==> config.mk <==
export PLATFORM = sky130hd
export DESIGN_NAME = pixel_fetch_concat
export DESIGN_NICKNAME = d
export VERILOG_FILES = /design/src/rtl/accel_pkg.sv /design/src/rtl/sync_fifo.sv /design/src/rtl/pixel_fetch_concat.sv
export SDC_FILE = /design/constraint.sdc
export NUM_CORES = 1
export LEC_CHECK = 0
export ABC_AREA = 1
export BUFFER_PORTS_ARGS = -buffer_cell sky130_fd_sc_hd__buf_2
export CAP_MARGIN = 10
export CELL_PAD_IN_SITES_DETAIL_PLACEMENT = 0
export CELL_PAD_IN_SITES_GLOBAL_PLACEMENT = 2
export CORE_MARGIN = 1
export CORE_UTILIZATION = 39
export DETAILED_ROUTE_END_ITERATION = 10
export PLACE_DENSITY = 0.83
export SLEW_MARGIN = 20
export SYNTH_ARGS = -nofsm -noshare
export SYNTH_HDL_FRONTEND = slang
export SYNTH_HIERARCHICAL = 1
export SYNTH_SLANG_ARGS = --single-unit
==> constraint.sdc <==
create_clock -name clk -period 20 [get_ports clk]
set_clock_uncertainty 0.15 [all_clocks]
set_input_delay 4 -clock clk [delete_from_list [all_inputs] [get_ports clk]]
set_output_delay 4 -clock clk [all_outputs]
set_load 0.1 [all_outputs]
==> src/rtl/accel_pkg.sv <==
// Shared types and sizing helpers for the accelerator read-side front end.
package accel_pkg;

  typedef enum logic [1:0] {
    IDLE  = 2'd0,
    RUN   = 2'd1,
    FLUSH = 2'd2
  } state_e;

  function automatic int bpw(input int dataWidth, input int bitWidth);
    return dataWidth / bitWidth;
  endfunction

  function automatic int accCap(input int numChannel, input int bytesPerWord);
    return numChannel - 1 + bytesPerWord;
  endfunction

  // Bits needed to hold every value from 0 up to and including maxVal.
  function automatic int cntWidth(input int maxVal);
    return (maxVal < 2) ? 1 : $clog2(maxVal + 1);
  endfunction

endpackage

==> src/rtl/sync_fifo.sv <==
// Show-ahead synchronous FIFO with registered occupancy count and a
// synchronous clear that drops all stored entries.
module sync_fifo
  import accel_pkg::*;
#(
  parameter int WIDTH = 32,
  parameter int DEPTH = 8,
  localparam int CW = cntWidth(DEPTH)
) (
  input  logic             clk,
  input  logic             rst,
  input  logic             clr_i,
  input  logic             push_i,
  input  logic [WIDTH-1:0] wdata_i,
  input  logic             pop_i,
  output logic [WIDTH-1:0] rdata_o,
  output logic [CW-1:0]    count_o,
  output logic             empty_o
);
  localparam int AW = (DEPTH < 2) ? 1 : $clog2(DEPTH);

  logic [WIDTH-1:0] mem [DEPTH];
  logic [AW-1:0]    wrPtr_q;
  logic [AW-1:0]    rdPtr_q;
  logic [CW-1:0]    count_q;
  logic             full;
  logic             pushEn;
  logic             popEn;

  assign full    = (count_q == CW'(DEPTH));
  assign empty_o = (count_q == '0);
  assign popEn   = pop_i && !empty_o;
  assign pushEn  = push_i && (!full || popEn);
  assign rdata_o = mem[rdPtr_q];
  assign count_o = count_q;

  always_ff @(posedge clk) begin
    if (pushEn) begin
      mem[wrPtr_q] <= wdata_i;
    end
  end

  always_ff @(posedge clk) begin
    if (rst || clr_i) begin
      wrPtr_q <= '0;
      rdPtr_q <= '0;
      count_q <= '0;
    end else begin
      if (pushEn) wrPtr_q <= wrPtr_q + AW'(1);
      if (popEn)  rdPtr_q <= rdPtr_q + AW'(1);
      count_q <= count_q + CW'(pushEn) - CW'(popEn);
    end
  end

endmodule

==> src/rtl/pixel_fetch_concat.sv <==
// Sequential BRAM word fetch with credit flow control, a word FIFO that
// absorbs read latency, and a byte-stream unpacker producing pixels.
module pixel_fetch_concat
  import accel_pkg::*;
#(
  parameter int BIT_WIDTH   = 8,
  parameter int NUM_CHANNEL = 3,
  parameter int DATA_WIDTH  = 32,
  parameter int ADDR_WIDTH  = 32,
  parameter int ADDR_STEP   = 4,
  parameter int RD_LATENCY  = 2,
  parameter int FIFO_DEPTH  = 8
) (
  input  logic                             clk,
  input  logic                             rst,
  input  logic                             i_start,
  input  logic [ADDR_WIDTH-1:0]            i_base_addr,
  input  logic [31:0]                      i_num_words,
  input  logic                             i_req,
  input  logic                             i_end,
  output logic [ADDR_WIDTH-1:0]            o_mem_addr,
  output logic                             o_mem_rden,
  input  logic [DATA_WIDTH-1:0]            i_mem_data,
  input  logic                             i_mem_val,
  output logic [BIT_WIDTH*NUM_CHANNEL-1:0] o_data,
  output logic                             o_data_val,
  output logic                             o_busy,
  output logic                             o_done
);
  localparam int BPW  = bpw(DATA_WIDTH, BIT_WIDTH);
  localparam int CAP  = accCap(NUM_CHANNEL, BPW);
  localparam int ACCW = CAP * BIT_WIDTH;
  localparam int PIXW = NUM_CHANNEL * BIT_WIDTH;
  localparam int ACW  = cntWidth(CAP);
  localparam int FCW  = cntWidth(FIFO_DEPTH);

  if ((DATA_WIDTH % BIT_WIDTH) != 0 || NUM_CHANNEL < 1 || NUM_CHANNEL > 16 ||
      FIFO_DEPTH < 2 || (FIFO_DEPTH & (FIFO_DEPTH - 1)) != 0 || RD_LATENCY < 0) begin : gBadParams
    $error("pixel_fetch_concat: illegal parameter combination");
  end

  state_e                state_q, state_d;
  logic [31:0]           numWords_q, numWords_d;
  logic [31:0]           issued_q, issued_d;
  logic [ADDR_WIDTH-1:0] nextAddr_q, nextAddr_d;
  logic [ADDR_WIDTH-1:0] memAddr_q, memAddr_d;
  logic                  memRden_q, memRden_d;
  logic [FCW-1:0]        outst_q, outst_d;
  logic [ACCW-1:0]       acc_q, acc_d;
  logic [ACW-1:0]        accCnt_q, accCnt_d;
  logic [PIXW-1:0]       data_q, data_d;
  logic                  dataVal_q, dataVal_d;
  logic                  done_q, done_d;

  logic                  fifoClr, fifoPush, fifoPop, fifoEmpty;
  logic [DATA_WIDTH-1:0] fifoRdata;
  logic [FCW-1:0]        fifoCount;
  logic                  fire, emit, ret;
  logic [ACCW-1:0]       shifted, lowMask;
  int                    rem;

  // Returns with nothing outstanding are stale (e.g. issued before a reset).
  assign ret = i_mem_val && (outst_q != '0);

  sync_fifo #(
    .WIDTH(DATA_WIDTH),
    .DEPTH(FIFO_DEPTH)
  ) uWordFifo (
    .clk    (clk),
    .rst    (rst),
    .clr_i  (fifoClr),
    .push_i (fifoPush),
    .wdata_i(i_mem_data),
    .pop_i  (fifoPop),
    .rdata_o(fifoRdata),
    .count_o(fifoCount),
    .empty_o(fifoEmpty)
  );

  always_comb begin
    state_d    = state_q;
    numWords_d = numWords_q;
    issued_d   = issued_q;
    nextAddr_d = nextAddr_q;
    memAddr_d  = memAddr_q;
    acc_d      = acc_q;
    accCnt_d   = accCnt_q;
    data_d     = data_q;
    dataVal_d  = 1'b0;
    done_d     = 1'b0;
    fifoClr    = 1'b0;
    fifoPush   = 1'b0;
    fifoPop    = 1'b0;
    fire       = 1'b0;
    emit       = 1'b0;
    shifted    = acc_q;
    lowMask    = '0;
    rem        = 0;
    case (state_q)
      IDLE: begin
        if (i_start) begin
          state_d    = RUN;
          numWords_d = i_num_words;
          fire       = (i_num_words != 32'd0);
          issued_d   = fire ? 32'd1 : 32'd0;
          memAddr_d  = i_base_addr;
          nextAddr_d = i_base_addr + ADDR_WIDTH'(ADDR_STEP);
          accCnt_d   = '0;
        end
      end
      RUN: begin
        if (i_end) begin
          state_d  = FLUSH;
          fifoClr  = 1'b1;
          accCnt_d = '0;
        end else if (issued_q == numWords_q && outst_q == '0 && fifoEmpty &&
                     int'(accCnt_q) < NUM_CHANNEL) begin
          state_d  = IDLE;
          done_d   = 1'b1;
          accCnt_d = '0;
        end else begin
          fire = (issued_q < numWords_q) &&
                 (32'(outst_q) + 32'(fifoCount) < 32'(FIFO_DEPTH));
          if (fire) begin
            issued_d   = issued_q + 32'd1;
            memAddr_d  = nextAddr_q;
            nextAddr_d = nextAddr_q + ADDR_WIDTH'(ADDR_STEP);
          end
          fifoPush = ret;
          // Oldest samples sit in the LSBs; a popped word lands just above
          // whatever survives this cycle's emit.
          emit    = (int'(accCnt_q) >= NUM_CHANNEL) && i_req;
          rem     = int'(accCnt_q) - (emit ? NUM_CHANNEL : 0);
          shifted = emit ? (acc_q >> PIXW) : acc_q;
          fifoPop = !fifoEmpty && (rem + BPW <= CAP);
          lowMask = ~({ACCW{1'b1}} << (rem * BIT_WIDTH));
          acc_d   = shifted & lowMask;
          if (fifoPop) begin
            acc_d = acc_d | (ACCW'(fifoRdata) << (rem * BIT_WIDTH));
          end
          accCnt_d = ACW'(rem + (fifoPop ? BPW : 0));
          if (emit) begin
            data_d    = acc_q[PIXW-1:0];
            dataVal_d = 1'b1;
          end
        end
      end
      FLUSH: begin
        if (outst_q == '0) state_d = IDLE;
      end
      default: state_d = IDLE;
    endcase
    memRden_d = fire;
    outst_d   = outst_q + FCW'(fire) - FCW'(ret);
  end

  always_ff @(posedge clk) begin
    if (rst) begin
      state_q    <= IDLE;
      numWords_q <= '0;
      issued_q   <= '0;
      nextAddr_q <= '0;
      memAddr_q  <= '0;
      memRden_q  <= 1'b0;
      outst_q    <= '0;
      acc_q      <= '0;
      accCnt_q   <= '0;
      data_q     <= '0;
      dataVal_q  <= 1'b0;
      done_q     <= 1'b0;
    end else begin
      state_q    <= state_d;
      numWords_q <= numWords_d;
      issued_q   <= issued_d;
      nextAddr_q <= nextAddr_d;
      memAddr_q  <= memAddr_d;
      memRden_q  <= memRden_d;
      outst_q    <= outst_d;
      acc_q      <= acc_d;
      accCnt_q   <= accCnt_d;
      data_q     <= data_d;
      dataVal_q  <= dataVal_d;
      done_q     <= done_d;
    end
  end

  assign o_mem_addr = memAddr_q;
  assign o_mem_rden = memRden_q;
  assign o_data     = data_q;
  assign o_data_val = dataVal_q;
  assign o_done     = done_q;
  assign o_busy     = (state_q != IDLE);

endmodule

# Yosys cells after proc, flatten, opt, wreduce, memory -nomap -nowiden
# Memories as Yosys holds them, arrays and structs flattened. A register that Yosys moved wholly into a read port is not among the register bits.
# Cells that the tools add are included.
[classes]
n_reduce_logical = 28
eq_ne = 10
n_lt_le_gt_ge = 5
bitwise = 6
n_shift = 2
n_mux = 47
n_addsub = 13
[op_table]
columns = ["op", "count"]
rows = [
  ["$mux 32", 12],
  ["$pmux 32 s2", 3],
  ["$mux 48", 2],
  ["$add 32x3->32 const B", 2],
  ["$and 48x48->48", 1],
  ["$not 48->48", 1],
  ["$or 48x48->48", 1],
  ["$shl 32x32->48", 1],
  ["$shl 48x32->48 const A", 1],
  ["$add 32x1->32 const B", 1],
  ["$eq 32x32->1", 1],
  ["$lt 32x32->1", 1],
  ["$reduce_bool 32->1", 1],
  ["$mux 3", 6],
  ["$mux 1", 16],
  ["$mux 2", 5],
  ["$ne 2x2->1 const B", 5],
  ["$logic_and 1x1->1", 9],
  ["$add 4x1->4", 2],
  ["$logic_not 4->1", 2],
  ["$sub 4x1->4", 2],
  ["$add 3x1->3 const B", 2],
  ["$pmux 2 s3", 1],
  ["$pmux 3 s2", 1],
  ["other kinds (25)", 32],
]
[totals]
mem_count = 1
word_cells = 127
regBits = 222
input_bits = 102
ram_bits = 256
out_inout_bits = 60
[memory_table]
columns = ["memory", "words", "width", "rd", "rd_clocked_by_memory_dff", "wr", "line_no", "source"]
rows = [
  ["uWordFifo.mem", 8, 32, 1, 1, 1, "sync_fifo.sv:22", "logic [WIDTH-1:0] mem [DEPTH];"],
]

# Longest topological paths before layout
# Gate-level depths: netlist of run 1.
[logic_depth]
word_depth = 15
mapped_depth = 28
depth_no_buf = 24

# Hierarchy
# The synthesis of run 1 kept the hierarchy.
[by_module_without_submodules]
columns = ["module", "area_each_um2", "seq_area_each_um2", "n_inst", "cells_each"]
rows = [
  ["pixel_fetch_concat", 13020.0, 4244.1, 1, 2087],
  ["sync_fifo", 10714.0, 7947.6, 1, 878],
]

# Worst setup path after synthesis of run 1
# No wires, ideal clock.
[synth_timing]
path_kind = "input to register"
start = "input port i_req"
end = "memory uWordFifo.mem[6][0] (enable)"
cell_stages = 19
arrival_time_ns = 9.303
n_path_buf = 3
setup_time_ns = 0.461
required_time_ns = 19.389
path_slack_ns = 10.085
cell_sequence = "nand2_1 > inv_1 > clkbuf_1 > clkbuf_1 > ha_1 > inv_1 > fa_1 > xor2_1 > clkbuf_1 > ha_1 > inv_1 > nand2_1 > nand3_1 > nand3_2 > nor2_1 > nand2_2 > nand2_2 > nand2_1 > nor3_1"
[synth_between]
elab_chain_len = 14
[synth_rtl]
columns = ["element", "line_no", "source"]
rows = [
  ["start, declared", "pixel_fetch_concat.sv:19", "input logic i_req,"],
  ["$logic_and 1x1->1", "pixel_fetch_concat.sv:132", "emit = (int'(accCnt_q) >= NUM_CHANNEL) && i_req;"],
  ["$mux 2", "pixel_fetch_concat.sv:133", "rem = int'(accCnt_q) - (emit ? NUM_CHANNEL : 0);"],
  ["$sub 3x2->4", "pixel_fetch_concat.sv:133", ""],
  ["$add 4x4->5", "pixel_fetch_concat.sv:135", "fifoPop = !fifoEmpty && (rem + BPW <= CAP);"],
  ["$le 5x4->1", "pixel_fetch_concat.sv:135", ""],
  ["$logic_and 1x1->1", "pixel_fetch_concat.sv:135", ""],
  ["$mux 1", "pixel_fetch_concat.sv:116", "end else if (issued_q == numWords_q && outst_q == '0 && fifoEmpty &&"],
  ["$mux 1", "pixel_fetch_concat.sv:112", "if (i_end) begin"],
  ["$mux 1", "pixel_fetch_concat.sv:99", "case (state_q)"],
  ["net fifoPop", "pixel_fetch_concat.sv:55", "logic fifoClr, fifoPush, fifoPop, fifoEmpty;"],
  ["$logic_and 1x1->1", "sync_fifo.sv:32", "assign popEn = pop_i && !empty_o;"],
  ["$logic_or 1x1->1", "sync_fifo.sv:33", "assign pushEn = push_i && (!full || popEn);"],
  ["$logic_and 1x1->1", "sync_fifo.sv:33", ""],
  ["$mux 1", "sync_fifo.sv:38", "if (pushEn) begin"],
  ["$mux 1 (implied by the code)", "sync_fifo.sv:39", "mem[wrPtr_q] <= wdata_i;"],
  ["end, declared", "sync_fifo.sv:22", ""],
]
# The timed path passes the listed nets, and every way through them passes these cells.

# Worst setup path in the final report of run 1
[layout_timing]
start = "input port i_req"
end = "memory uWordFifo.mem[3][17] (enable)"
# Same word-level chain as after synthesis.

==> results of run 1 <==
[how the worst max path moves through the flow]
stage / from / endpoint / slack, ns / cells after the start
2_1_floorplan: i_req / uWordFifo/mem[6][0]$_DFFE_PP_ / 10.09 / 19
3_3_place_gp: i_req / uWordFifo/mem[5][12]$_DFFE_PP_ / 10.74 / 18
6_report: i_req / uWordFifo/mem[3][17]$_DFFE_PP_ / 11.26 / 18
5_1_grt: i_req / uWordFifo/mem[3][17]$_DFFE_PP_ / 10.83 / 18
3_5_place_dp: i_req / uWordFifo/mem[5][31]$_DFFE_PP_ / 10.59 / 18
4_1_cts: i_req / uWordFifo/mem[5][19]$_DFFE_PP_ / 11.24 / 18
[worst max-delay path: stages]
cell and delay [ns]:
buf_2 0.14, nand2_1 0.06, buf_4 0.22, inv_1 0.11, ha_1 0.14, inv_1 0.06, fa_1 0.37, xor2_1 0.79
ha_1 0.38, inv_1 0.07, nand2_1 0.05, nand3_1 0.08, nand3_2 0.34, nor2_1 0.42, nand2_2 0.19, nand2_2 0.19
nand3_2 0.25, nor2_4 0.93
[area by class of cell]
type,count,area (sq um)
Fill cell,6121,33400
Multi-Input combinational cell,2127,10100
Inverter,198,746
Antenna cell,1,2.50
Timing Repair Buffer,189,1060
Clock inverter,32,338
Tap cell,782,978
Sequential cell,481,12200
Clock buffer,70,1470
[flip-flops by register name, indices dropped and copies added (netlist names), named ones only]
| register | cells |
|---|---|
| o_data_val | 1 |
| issued_q | 32 |
| uWordFifo/wrPtr_q | 3 |
| uWordFifo/mem | 256 |
| o_mem_rden | 1 |
| numWords_q | 32 |
| accCnt_q | 3 |
| nextAddr_q | 32 |
| acc_q | 48 |
| uWordFifo/rdPtr_q | 3 |
| o_data | 24 |
| uWordFifo/count_o | 4 |
| o_mem_addr | 32 |
| outst_q | 4 |
| o_done | 1 |
| state_q | 2 |
[per-layer routing]
metal / GRT usage [%] / up-vias / wire (um)
li1: - / 9948 / -
met1: 30.6 / 9488 / 32200
met2: 37.9 / 418 / 33800
met3: 3.63 / 98 / 3370
met4: 6.09 / 10 / 1520
met5: 0 / - / 57
[per-stage QoR]
| stage | total power, mW | hold slack, ns | utilization [%] | area, sq um |
|---|---|---|---|---|
| after floorplan | 1.40 | 0.285 | - | 23700 |
| after global placement | 1.50 | 0.296 | 41.5 | 25000 |
| final | 2.48 | 0.308 | 44.6 | 26900 |
| after global routing | 2.59 | 0.329 | 44.6 | 26900 |
| after detailed placement | 1.51 | 0.304 | 41.5 | 25000 |
| after CTS | 2.51 | 0.314 | 44.5 | 26800 |
[layout by cell type (no fill, tap or decap), types with 5 or more instances in the layout]
cell       count
nand4_1       13
xor2_1        30
o211ai_1      16
nand3b_1      41
inv_2          5
clkinv_2      14
nor2_4         6
nand2_2       16
buf_4         25
o21ai_0      269
nand3_1      150
edfxtp_1     256
nor3_1        27
a31oi_1       25
o21ai_1       57
buf_2        161
a21oi_1      120
inv_1        190
nand2_1      682
o21bai_1       8
dfxtp_1      223
clkbuf_16     55
clkinv_1      10
clkbuf_1      11
nor2_2        19
nor2_1       558
ha_1          53
[cell families (layout without fill, tap and decap cells)]
group,after synthesis,after routing,synth area share (%)
xor gates and xnor gates,33,33,1.22
AOI/OAI and AO/OA,508,508,11.3
buffers and inverters,357,489,6.49
and+or+nand+nor,1530,1530,26.6
adders and majority gates,56,56,3.05
other,0,1,0
DFF,481,481,51.4
[power groups by stage]
| stage | logic [mW] | registers [mW] | clock network [mW] |
|---|---|---|---|
| after floorplan | 0.215 | 1.19 | 0 |
| after global placement | 0.371 | 1.13 | 0 |
| after detailed placement | 0.377 | 1.13 | 0 |
| after CTS | 0.378 | 1.11 | 1.03 |
| after global routing | 0.419 | 1.11 | 1.06 |
| final | 0.373 | 1.11 | 0.999 |
==> results.toml, run 1 <==
[run_status]
status = "completed"

[routing]
ant_nets = 0
drt_drc_violations_left = 0
drt_iter0_markers = 1403
drt-pass1-iter-count = 5
viasPerCell = 5.14
routed_wl_mm = 71.0
wl_per_cell_um = 18.3
vias = 20000

[place]
hpwl_mm = 48.1
post-place-ws_ns = 10.59
port_buffers = 161
routabilityCongestion = 0.869
place_inst = 3774

[hold_path]
min_to = "o_data[19]$_SDFFE_PP0P_"
hold_class = "flip-flop to flip-flop"
hp-start = "o_data[19]$_SDFFE_PP0P_"
holdPathStages = 2

[logic_synthesis]
seq_area_frac_synth_pct = 51.4
synthCells = 2965
synth_cell_types = 46
yosysTopAreaCell = "edfxtp_1"
synthArstFlopShare_pct = 0
synth-seq-cells = 481
synth_warnings = 6
synthFlopType = "edfxtp_1"
synth_top_area_share_pct = 32.4
synth_area_leaders = "edfxtp_1, dfxtp_1, nand2_1"
synth_nets = 3123
ys_top_cells_by_count = "nand2_1, nor2_1, o21ai_0"
synth-edff-count = 256
synthesis.area_sq_um = 23700
synth_most_common_cell = "nand2_1"
postSynthAreaPerCell_sq_um = 8.00

[grt]
antenna_found_initial = 7
grt_pass1_vias = 19100
grt_usage_pct = 22.7
grt_overflow = 0
grt_pass1_wl_mm = 110
grt_max_degree = 97

[power]
pwr_density_cell_nw_per_um2 = 92.3
switching_share_pct = 29.1
clkPwrFrac_pct = 40.3
netSwitchingPower_uw = 722
leakage_nw = 10.9
p_int_mw = 1.76
combPwrFrac_pct = 15.0
ir_drop_v = 0.0000791
seq_power_share_pct = 44.7

[critical_path]
r2r_cells = 19
endpoint_kind = "flip-flop"
r2r_setup_slack_ns = 14.16
crit_type = "primary input to flip-flop"
crit_fanout = 32
rr_startpoint = "accCnt_q[1]$_SDFFE_PP0P_"
cp.arrival_ns = 8.84
r2r_end = "uWordFifo/mem[3][17]$_DFFE_PP_"
start_kind = "primary input"
worstPathRequired_ns = 20.10

[floorplan]
dieHeight_um = 249
dieWidth_um = 249
core_region_area_sq_um = 60200
placementRows = 90
io_pins = 162
initial_core_util_pct = 39.4
die-area_sq_um = 61800

[clocking]
ctsResizeCount = 0
cts_buffers = 54
cts_setup_buffers = 0
cts_sinks = 481
clk_latency_ns = 0.65
cts_root_buffer = "clkbuf_16"
clk_path_buf_depth = 3
clk_pin_slew_ns = 0.06
cts_tree = "done"
cts_max_level = 2
postCtsHoldBufs = 0

[cells_and_area]
syn_to_final_growth_pct = 13.2
nets = 3209
drive_gt1_share_pct = 10.9
instances_no_fill = 3880

[timing]
fin_crit_sh_pct = 43.7
rsz0062_at_grt = "no"
period_minus_slack_ns = 8.74
report.final.setup_viol = 0
fin_ws_ns = 11.26
finalHoldViolCount = 0
worst_pin_slew_ns = 1.12
relSlewSlack_pct = 24.9
setup_tns_ns = 0
fmax_mhz = 114
maxSlewViolCount = 0

[run]
max_cap_viol_count = 0
(Power assumes the default switching activity.)
==> inputs of run 2 (changes only) <==
--- a/config.mk
+++ b/config.mk
@@ -11,9 +11,9 @@
 export CELL_PAD_IN_SITES_DETAIL_PLACEMENT = 0
 export CELL_PAD_IN_SITES_GLOBAL_PLACEMENT = 2
 export CORE_MARGIN = 1
-export CORE_UTILIZATION = 39
+export CORE_UTILIZATION = 33
 export DETAILED_ROUTE_END_ITERATION = 10
-export PLACE_DENSITY = 0.83
+export PLACE_DENSITY = 0.75
 export SLEW_MARGIN = 20
 export SYNTH_ARGS = -nofsm -noshare
 export SYNTH_HDL_FRONTEND = slang
==> constraint.sdc (replaced) <==
create_clock -name clk -period 7.7 [get_ports clk]
set_clock_uncertainty 0.15 [all_clocks]
set_input_delay 1.54 -clock clk [delete_from_list [all_inputs] [get_ports clk]]
set_output_delay 1.54 -clock clk [all_outputs]
set_load 0.1 [all_outputs]
==> run 2 against run 1 <==
  * Global-route usage is 3.1 points lower
  * Design area is 1.2% higher
  * Critical path depth is 1 higher
  * Clock-buffer cell count is 4 lower
  * Largest cell class unchanged
  * Register-to-register slack worse by 12 ns
  * Combinational power grew to 2.6 times the previous value
  * Utilization is 6.1 points lower
  * Via count hardly changed
  * Wire length is 2.9% higher
  * Clock power grew to 2.8 times the previous value
  * Sequential share of layout area is 0.52 points lower
==> results.toml, run 2 (synthesis results as in run 1) <==
[critical_path]
crit_type = "primary input to flip-flop"
rr_startpoint = "accCnt_q[1]$_SDFFE_PP0P_"
worstPathRequired_ns = 7.87
crit_fanout = 21
start_kind = "primary input"
cp.arrival_ns = 5.82
endpoint_kind = "flip-flop"
startpoint = "i_req"

[routing]
viasPerCell = 4.95
drt_drc_violations_left = 0
drt_iter0_markers = 1348
drt-pass1-iter-count = 7
wl_per_cell_um = 18.1
ant_nets = 0
vias = 20000
routed_wl_mm = 73.0

[power]
combPwrFrac_pct = 14.8
p_int_mw = 4.74
clkPwrFrac_pct = 42.0
leakage_nw = 11.0
netSwitchingPower_mw = 1.92
pwr_density_cell_nw_per_um2 = 245
ir_drop_v = 0.000205
power_mw = 6.66
switching_share_pct = 28.8
seq_power_share_pct = 43.2

[place]
hpwl_mm = 50.0
place_inst = 3935
routabilityCongestion = 0.900
port_buffers = 161
postPlaceCellArea_sq_um = 25200

[timing]
rsz0062_at_grt = "no"
relSlewSlack_pct = 31.0
maxSlewViolCount = 0
report.final.setup_viol = 0
fmax_mhz = 177
setup_tns_ns = 0
finalHoldViolCount = 0
fin_crit_sh_pct = 73.4
worst_pin_slew_ns = 1.04
period_minus_slack_ns = 5.65

[floorplan]
placementRows = 97
io_pins = 162
initial_core_util_pct = 33.6
core_region_area_sq_um = 70600
dieWidth_um = 270
dieHeight_um = 270
die-area_sq_um = 73000

[cells_and_area]
reg_top3 = "uWordFifo/mem: 256 flops, acc_q: 48 flops"
fillers = 7327
antenna_cells = 0
design_area_sq_um = 27200
instances_no_fill = 4037
layout_common_cells = "nand2_1, nor2_1, o21ai_0, edfxtp_1, dfxtp_1"
final_common_cell = "nand2_1"
largest_reg_flops = 256
nets = 3211
fin_util_pct = 38.5
regMostFlops = "uWordFifo/mem"
multi_input_area_sq_um = 10100
register_area_sq_um = 12200
drive_gt1_share_pct = 11.2
syn_to_final_growth_pct = 14.5

[clocking]
cts_root_buffer = "clkbuf_16"
ctsResizeCount = 0
cts_setup_buffers = 0
clk_latency_ns = 0.63
cts_tree = "done"
cts_max_level = 2
cts_buffers = 55
clk_pin_slew_ns = 0.06
postCtsHoldBufs = 0
cts_sinks = 481
clk_path_buf_depth = 3

[grt]
grt_max_degree = 95
grt_usage_pct = 19.7
grt_pass1_wl_mm = 113
grt_overflow = 0
grt_pass1_vias = 18900
antenna_found_initial = 1

[hold_path]
hp-start = "o_data[0]$_SDFFE_PP0P_"
hold_class = "flip-flop to flip-flop"

[run_status]
status = "completed"

[run]
max_cap_viol_count = 0
## run 2: cell count changes in the layout (fill, tap and decap cells not counted), sizes merged
cell and change:
bufinv +5, clkinv -8, clkbuf -4, diode -1, clkinvlp +6, buf +1
## run 2: final timing paths
path,endpoint,slack (ns),cells past startpoint
max,uWordFifo/mem[5][13]$_DFFE_PP_,2.05,19
min,o_data[0]$_SDFFE_PP0P_,0.31,2
max reg2reg,uWordFifo/mem[5][13]$_DFFE_PP_,2.47,20
min reg2reg,o_data[0]$_SDFFE_PP0P_,0.31,2
## run 2: power by group through the flow
stage / Clock, mW / Combinational [mW] / Sequential [mW]
after floorplan: 0 / 0.558 / 3.08
after global placement: 0 / 0.981 / 2.93
after detailed placement: 0 / 0.995 / 2.93
after CTS: 2.87 / 0.999 / 2.88
after global routing: 2.96 / 1.10 / 2.89
final: 2.79 / 0.987 / 2.88
## run 2: through the flow
| step | setup slack (ns) | hold slack [ns] |
|---|---|---|
| 3_3_place_gp | 1.45 | 0.299 |
| 3_5_place_dp | 1.36 | 0.304 |
| 2_1_floorplan | 0.245 | 0.285 |
| 5_1_grt | 1.68 | 0.325 |
| 6_report | 2.05 | 0.312 |
| 4_1_cts | 2.03 | 0.312 |
## run 2: layout make-up
type	count	area share, %
timing repair buffer	190	3.84
inverter	198	2.74
tap	940	4.33
multi-input combinational	2127	37.0
clock inverter	35	1.75
sequential	481	44.9
clock buffer	66	5.40
## run 2: worst max-delay path, cell delays in order
cell	delay, ns
buf_2	0.11
nand2_1	0.19
inv_1	0.14
ha_1	0.14
inv_1	0.05
fa_1	0.37
xor2_1	0.15
buf_4	0.19
ha_1	0.29
inv_1	0.08
nand2_1	0.05
nand3_1	0.08
nand3_2	0.34
nor2_1	0.44
nand2_2	0.19
nand2_2	0.18
nand3_2	0.23
nor2_4	0.69
buf_4	0.34
## run 2: per-layer routing
metal	track usage (%)	part of all wire (%)
met1	28.1	48
met2	30.7	45
met3	3.05	4.5
met4	5.07	2.2
met5	0	0.014
